===== src/rtl/fetch_unit.sv =====
// Instruction fetch sequencer: requests opcode/immediate words, delivers them with strobes, handles branches.
// Optional fetch timeout fault enabled by defining FETCH_TIMEOUT_EN.
//
// state   | meaning
// REQ_OP  | request opcode word at pc (imem_req rises the cycle after entry if not already high)
// DLV_OP  | opcode word held in imem_data, waiting for stall low to strobe it
// REQ_IMM | request immediate word at pc
// DLV_IMM | immediate word held in imem_data, waiting for stall low to strobe it
// FAULT   | fetch timed out; everything idle until reset
module fetch_unit #(
   parameter int ADDR_WIDTH     = 8,
   parameter int INST_WIDTH     = 8,
   parameter int RESET_PC       = 0,
   parameter int TIMEOUT_CYCLES = 16
) (
   input  logic                  clk,
   input  logic                  rst_n,
   output logic                  imem_req,
   output logic [ADDR_WIDTH-1:0] imem_addr,
   input  logic                  imem_ack,
   input  logic [INST_WIDTH-1:0] imem_rdata,
   input  logic                  imm_needed,
   input  logic                  stall,
   input  logic                  branch,
   input  logic [ADDR_WIDTH-1:0] branch_addr,
   output logic [INST_WIDTH-1:0] imem_data,
   output logic                  opcode_update,
   output logic                  imm_update,
   output logic [ADDR_WIDTH-1:0] pc,
   output logic                  fault
);

   typedef enum logic [2:0] {
      REQ_OP  = 3'd0,
      DLV_OP  = 3'd1,
      REQ_IMM = 3'd2,
      DLV_IMM = 3'd3,
      FAULT   = 3'd4
   } state_t;

   if (TIMEOUT_CYCLES < 1) begin : g_bad_timeout
      $error("fetch_unit: TIMEOUT_CYCLES must be at least 1");
   end

   state_t                state_q, state_n;
   logic [ADDR_WIDTH-1:0] pc_q, pc_n;
   logic                  req_q, req_n;
   logic [INST_WIDTH-1:0] data_q, data_n;
   logic                  op_strb_q, op_strb_n;
   logic                  imm_strb_q, imm_strb_n;
   logic                  imm_lat_q, imm_lat_n;
   logic                  br_pend_q, br_pend_n;
   logic [ADDR_WIDTH-1:0] br_tgt_q, br_tgt_n;

`ifdef FETCH_TIMEOUT_EN
   localparam int CNT_W = $clog2(TIMEOUT_CYCLES + 1);
   localparam logic [CNT_W-1:0] CNT_LOAD = CNT_W'(TIMEOUT_CYCLES - 1);
   logic [CNT_W-1:0] cnt_q, cnt_n;
   logic             fault_q, fault_n;
`endif

   always_ff @(posedge clk or negedge rst_n) begin
      if (!rst_n) begin
         state_q    <= REQ_OP;
         pc_q       <= ADDR_WIDTH'(RESET_PC);
         req_q      <= 1'b0;
         data_q     <= '0;
         op_strb_q  <= 1'b0;
         imm_strb_q <= 1'b0;
         imm_lat_q  <= 1'b0;
         br_pend_q  <= 1'b0;
         br_tgt_q   <= '0;
`ifdef FETCH_TIMEOUT_EN
         cnt_q      <= CNT_LOAD;
         fault_q    <= 1'b0;
`endif
      end else begin
         state_q    <= state_n;
         pc_q       <= pc_n;
         req_q      <= req_n;
         data_q     <= data_n;
         op_strb_q  <= op_strb_n;
         imm_strb_q <= imm_strb_n;
         imm_lat_q  <= imm_lat_n;
         br_pend_q  <= br_pend_n;
         br_tgt_q   <= br_tgt_n;
`ifdef FETCH_TIMEOUT_EN
         cnt_q      <= cnt_n;
         fault_q    <= fault_n;
`endif
      end
   end

   always_comb begin
      state_n    = state_q;
      pc_n       = pc_q;
      req_n      = req_q;
      data_n     = data_q;
      op_strb_n  = 1'b0;
      imm_strb_n = 1'b0;
      imm_lat_n  = imm_lat_q;
      br_pend_n  = br_pend_q;
      br_tgt_n   = br_tgt_q;
`ifdef FETCH_TIMEOUT_EN
      fault_n    = fault_q;
      cnt_n      = req_q ? cnt_q : CNT_LOAD;
`endif

      case (state_q)
         REQ_OP, REQ_IMM: begin
            if (!req_q) begin
               // no request outstanding yet: a branch simply retargets the upcoming one
               req_n = 1'b1;
               if (branch) begin
                  pc_n    = branch_addr;
                  state_n = REQ_OP;
               end
            end else if (imem_ack) begin
               req_n = 1'b0;
               if (branch || br_pend_q) begin
                  pc_n      = branch ? branch_addr : br_tgt_q;
                  br_pend_n = 1'b0;
                  state_n   = REQ_OP;
               end else begin
                  data_n = imem_rdata;
                  pc_n   = pc_q + ADDR_WIDTH'(1);
                  if (state_q == REQ_OP) begin
                     imm_lat_n = imm_needed;
                     state_n   = DLV_OP;
                  end else begin
                     state_n   = DLV_IMM;
                  end
               end
            end else begin
               if (branch) begin
                  br_pend_n = 1'b1;
                  br_tgt_n  = branch_addr;
               end
`ifdef FETCH_TIMEOUT_EN
               if (cnt_q == '0) begin
                  state_n = FAULT;
                  req_n   = 1'b0;
                  fault_n = 1'b1;
               end else begin
                  cnt_n = cnt_q - CNT_W'(1);
               end
`endif
            end
         end

         DLV_OP, DLV_IMM: begin
            if (branch) begin
               pc_n    = branch_addr;
               req_n   = 1'b1;
               state_n = REQ_OP;
            end else if (!stall) begin
               req_n = 1'b1;
               if (state_q == DLV_OP) begin
                  op_strb_n = 1'b1;
                  state_n   = imm_lat_q ? REQ_IMM : REQ_OP;
               end else begin
                  imm_strb_n = 1'b1;
                  state_n    = REQ_OP;
               end
            end
         end

         FAULT: begin
            req_n = 1'b0;
         end

         default: begin
            state_n = REQ_OP;
            req_n   = 1'b0;
         end
      endcase
   end

   assign imem_req      = req_q;
   assign imem_addr     = pc_q;
   assign pc            = pc_q;
   assign imem_data     = data_q;
   assign opcode_update = op_strb_q;
   assign imm_update    = imm_strb_q;
`ifdef FETCH_TIMEOUT_EN
   assign fault         = fault_q;
`else
   assign fault         = 1'b0;
`endif

endmodule


===== config.mk =====
export PLATFORM = sky130hd
export DESIGN_NAME = fetch_unit
export DESIGN_NICKNAME = d
export VERILOG_FILES = /design/src/rtl/fetch_unit.sv
export SDC_FILE = /design/constraint.sdc
export NUM_CORES = 1
export LEC_CHECK = 0
export CAP_MARGIN = 20
export CORE_UTILIZATION = 45
export DETAILED_ROUTE_END_ITERATION = 16
export GPL_ROUTABILITY_DRIVEN = 0
export PLACE_DENSITY = 0.75
export SLEW_MARGIN = 30
export SYNTH_ARGS = -nofsm -noshare
export SYNTH_HDL_FRONTEND = slang
export SYNTH_SLANG_ARGS = --single-unit

===== constraint.sdc =====
create_clock -name clk -period 2.05 [get_ports clk]
set_input_delay 0.41 -clock clk [delete_from_list [all_inputs] [get_ports clk]]
set_output_delay 0.41 -clock clk [all_outputs]
set_load 0.05 [all_outputs]

==> impl_metrics.csv <==
group,metric,value,unit
grt,grtUsageTotal,0.212,
placement,hpwl,2680,um
clock_tree,clock_sinks,31,
power,sequentialPowerShare,0.329,
timing,final.setup_skew,0.00512,ns
power,p_clk_frac,0.159,
worst_setup_path,crit_cells,1,
synth,synthesis.area,1670,sq um
grt,antenna_found_initial,0,
worst_setup_path,reg2reg_from,"imem_req$_DFFE_PN0P_",
detailed_routing,drt_wl_total,3690,um
finish,drive_above_1_share,0.207,
detailed_routing,firstDrtPassIters,4,
grt,grt_util_met3,0.0821,
power,power.density,1310,nW/um^2
run_status,status,"finished clean",
worst_setup_path,path_class,"reg2out",
clock_tree,cts_tree,"built",
floorplanning,row_count,21,
power,p_int,1.59,mW
clock_tree,postCtsSetupBuffers,0,
timing,fin_hold_ws,0.511,ns
detailed_routing,wire_per_inst,15.1,um
floorplanning,die_h,62.9,um
floorplanning,dieWidth,62.9,um
timing,finalCritPeriodShare,0.968,
finish,layout_common_cells,"clkdlybuf4s50_1, dfrtp_1, mux2_2, nand2_1, o21ai_0",
flow_run,drv_cap,0,
synth,synth-seq-cells,31,
detailed_routing,routed_via_density,5.48,
grt,gr-usage-met1,0.257,
clock_tree,cts_buffer_depth,2,
worst_setup_path,path_delay_family,"buffers and inverters",
clock_tree,clockRootBuffer,"clkbuf_8",
timing,slew_viol_final,0,
grt,grt_pass1_vias,1357,
timing,relSlewSlack,0.657,
placement,dp.cells,236,
timing,rsz0062_at_grt,"false",
grt,busiest_layer,"met2",
worst_setup_path,cp-startpoint,"imem_addr[1]$_DFFE_PN0P_",
power,switching_share,0.450,
floorplanning,dieArea,3960,sq um
worst_setup_path,crit_path_max_incr_delay,0.84,ns
finish,nets,220,
detailed_routing,final_antenna_net_count,0,
finish,final_common_cell,"clkdlybuf4s50_1",
worst_setup_path,crit_chain,"clkdlybuf4s50_1",
timing,fmax,504,MHz
power,peakVddDrop,888,uV
synth,synth.avg_cell_area,11.1,sq um
synth,yosys_warnings,0,
worst_setup_path,r2r-end,"br_tgt_q[6]$_DFFE_PN0P_",
worst_setup_path,slowest_stage,"clkdlybuf4s50_1",
hold_path,min_path_type,"reg2reg",
worst_setup_path,crit_path_start_kind,"register",
synth,yosysSeqAreaShare,0.464,
worst_setup_path,worstPathArrival,1.57,ns
timing,setup_violations,0,
worst_setup_path,path_max_fanout,7,
synth,syn_inst,151,
timing,min_period,1.98,ns
grt,gr-usage-met2,0.344,
grt,grt_pass1_wl,6460,um
detailed_routing,drcViolationCount,0,
power,combPwrFrac,0.512,
timing,tightestPinTransition,0.512,ns
finish,syn2layout_area_growth,32.3,%
floorplanning,io_pins,50,
clock_tree,cts_made_buffers,5,
grt,overflow,0,
power,p_sw,1.30,mW
detailed_routing,num_vias,1337,
power,leakage,0.946,nW
worst_setup_path,worst-endpoint-required,1.64,ns
floorplanning,fp.coreArea,3440,sq um
worst_setup_path,endpoint,"pc[1]",
worst_setup_path,worstSetupEndpointType,"output pin",
worst_setup_path,reg2regPathDepth,5,
finish,antenna_cells,0,
clock_tree,path_clk_slew,0.06,ns
finish,final_cells,244,
synth,syn-num-nets,174,
placement,port_buffers,48,
timing,hold_viol,0,
detailed_routing,detail_route.iter0.violations,67,
grt,grt_max_degree,32,
timing,tns,0,ns
clock_tree,htree_levels,2,
clock_tree,insertion_delay,0.28,ns
synth,yosys.cell_types.count,41,
worst_setup_path,r2r_slack,0.43,ns
floorplanning,initial_utilization,0.485,
worst_setup_path,worst-path-buf-inv,1,
==> cells in the mapped netlist <==
| cell | n | area share |
|---|---|---|
| clkbuf_8 | 3 | 0.025 |
| inv_1 | 3 | 0.0067 |
| nand3_1 | 6 | 0.018 |
| o2111ai_1 | 1 | 0.0052 |
| nand4_1 | 2 | 0.0075 |
| or3b_1 | 1 | 0.0052 |
| nor3b_2 | 1 | 0.0075 |
| mux2i_1 | 1 | 0.0060 |
| o31a_1 | 1 | 0.0052 |
| nand3_4 | 1 | 0.010 |
| nor3_1 | 4 | 0.012 |
| buf_6 | 3 | 0.020 |
| conb_1 | 1 | 0.0022 |
| buf_4 | 9 | 0.040 |
| nand2_4 | 2 | 0.013 |
| a31oi_1 | 2 | 0.0075 |
| and3_1 | 1 | 0.0037 |
| a21boi_0 | 1 | 0.0045 |
| o21ai_0 | 9 | 0.027 |
| xnor2_1 | 2 | 0.010 |
| a21oi_1 | 5 | 0.015 |
| o21ai_2 | 1 | 0.0052 |
| nor3b_1 | 2 | 0.0090 |
| mux2_2 | 18 | 0.12 |
| o221a_2 | 1 | 0.0067 |
| a32oi_1 | 2 | 0.010 |
| and2b_2 | 1 | 0.0052 |
| or3_1 | 3 | 0.011 |
| or2b_1 | 1 | 0.0045 |
| nand2b_1 | 1 | 0.0037 |
| o21a_1 | 1 | 0.0045 |
| dfrtp_1 | 31 | 0.46 |
| or2_2 | 1 | 0.0037 |
| o22ai_1 | 6 | 0.022 |
| nand2_1 | 10 | 0.022 |
| nor2b_1 | 3 | 0.011 |
| ha_1 | 1 | 0.0075 |
| nor2_4 | 1 | 0.0067 |
| nor2_1 | 5 | 0.011 |
| o31ai_1 | 1 | 0.0045 |
| o221ai_1 | 2 | 0.010 |
==> logic make-up after synthesis <==
kind of cell    share of synthesized area
buf+inv                            0.0921
compound gates                      0.129
simple gates                        0.167
fa+ha+maj                         0.00749
other cells                       0.00225
xor+xnor                           0.0105
flops                               0.464
mux                                 0.127
==> worst min path at each step <==
| stage | slack [ns] | start | cells past startpoint | endpoint |
|---|---|---|---|---|
| after floorplan | 0.11 | rst_n | 0 | br_pend_q$_DFFE_PN0P_ |
| after global placement | 0.49 | imem_data[5]$_DFFE_PN0P_ | 1 | imem_data[5]$_DFFE_PN0P_ |
| after detailed placement | 0.49 | br_tgt_q[2]$_DFFE_PN0P_ | 1 | br_tgt_q[2]$_DFFE_PN0P_ |
| after CTS | 0.51 | br_tgt_q[2]$_DFFE_PN0P_ | 1 | br_tgt_q[2]$_DFFE_PN0P_ |
| after global routing | 0.53 | br_tgt_q[2]$_DFFE_PN0P_ | 1 | br_tgt_q[2]$_DFFE_PN0P_ |
| final | 0.51 | br_tgt_q[1]$_DFFE_PN0P_ | 1 | br_tgt_q[1]$_DFFE_PN0P_ |
==> power groups by stage <==
stage | registers, mW | logic, mW | clock network [mW]
3_5_place_dp | 0.960 | 1.49 | 0
5_1_grt | 0.983 | 1.57 | 0.493
6_report | 0.950 | 1.48 | 0.458
2_1_floorplan | 1.36 | 0.657 | 0
3_3_place_gp | 0.945 | 1.48 | 0
4_1_cts | 0.952 | 1.49 | 0.468
==> what timing repair did <==
item / CTS / global route
gates cloned: 0 / 0
endpoints found under the setup margin: 2 / 5
gates resized for setup: 2 / 5
hold buffers: 0 / 0
==> metrics by stage <==
stage,utilization,instance area [sq um],setup WS [ns],power (mW)
3_3_place_gp,0.615,2120,0.104,2.42
5_1_grt,0.642,2210,0.0134,3.04
2_1_floorplan,-,1670,0.286,2.02
6_report,0.642,2210,0.0657,2.89
3_5_place_dp,0.615,2120,0.0868,2.45
4_1_cts,0.638,2200,0.00793,2.91
==> cell type report <==
type / instances / area [sq um]
Clock inverter: 1 / 5.00
Timing Repair Buffer: 54 / 543
Inverter: 3 / 11.3
Fill cell: 283 / 1230
Tap cell: 46 / 57.6
Clock buffer: 7 / 76.3
Multi-Input combinational cell: 102 / 741
Sequential cell: 31 / 776
==> registers in the layout, indices dropped and copies added (netlist names), 2 cells and up <==
| register | cells |
|---|---|
| imem_data | 8 |
| imem_addr | 8 |
| state_q | 2 |
| br_tgt_q | 8 |
==> metal layers <==
layer / part of all wire / up-vias
li1: - / 635
met1: 0.43 / 629
met2: 0.47 / 66
met3: 0.090 / 7
met4: 0.017 / 0
met5: 0 / -
Power figures use the tool's default switching activity.
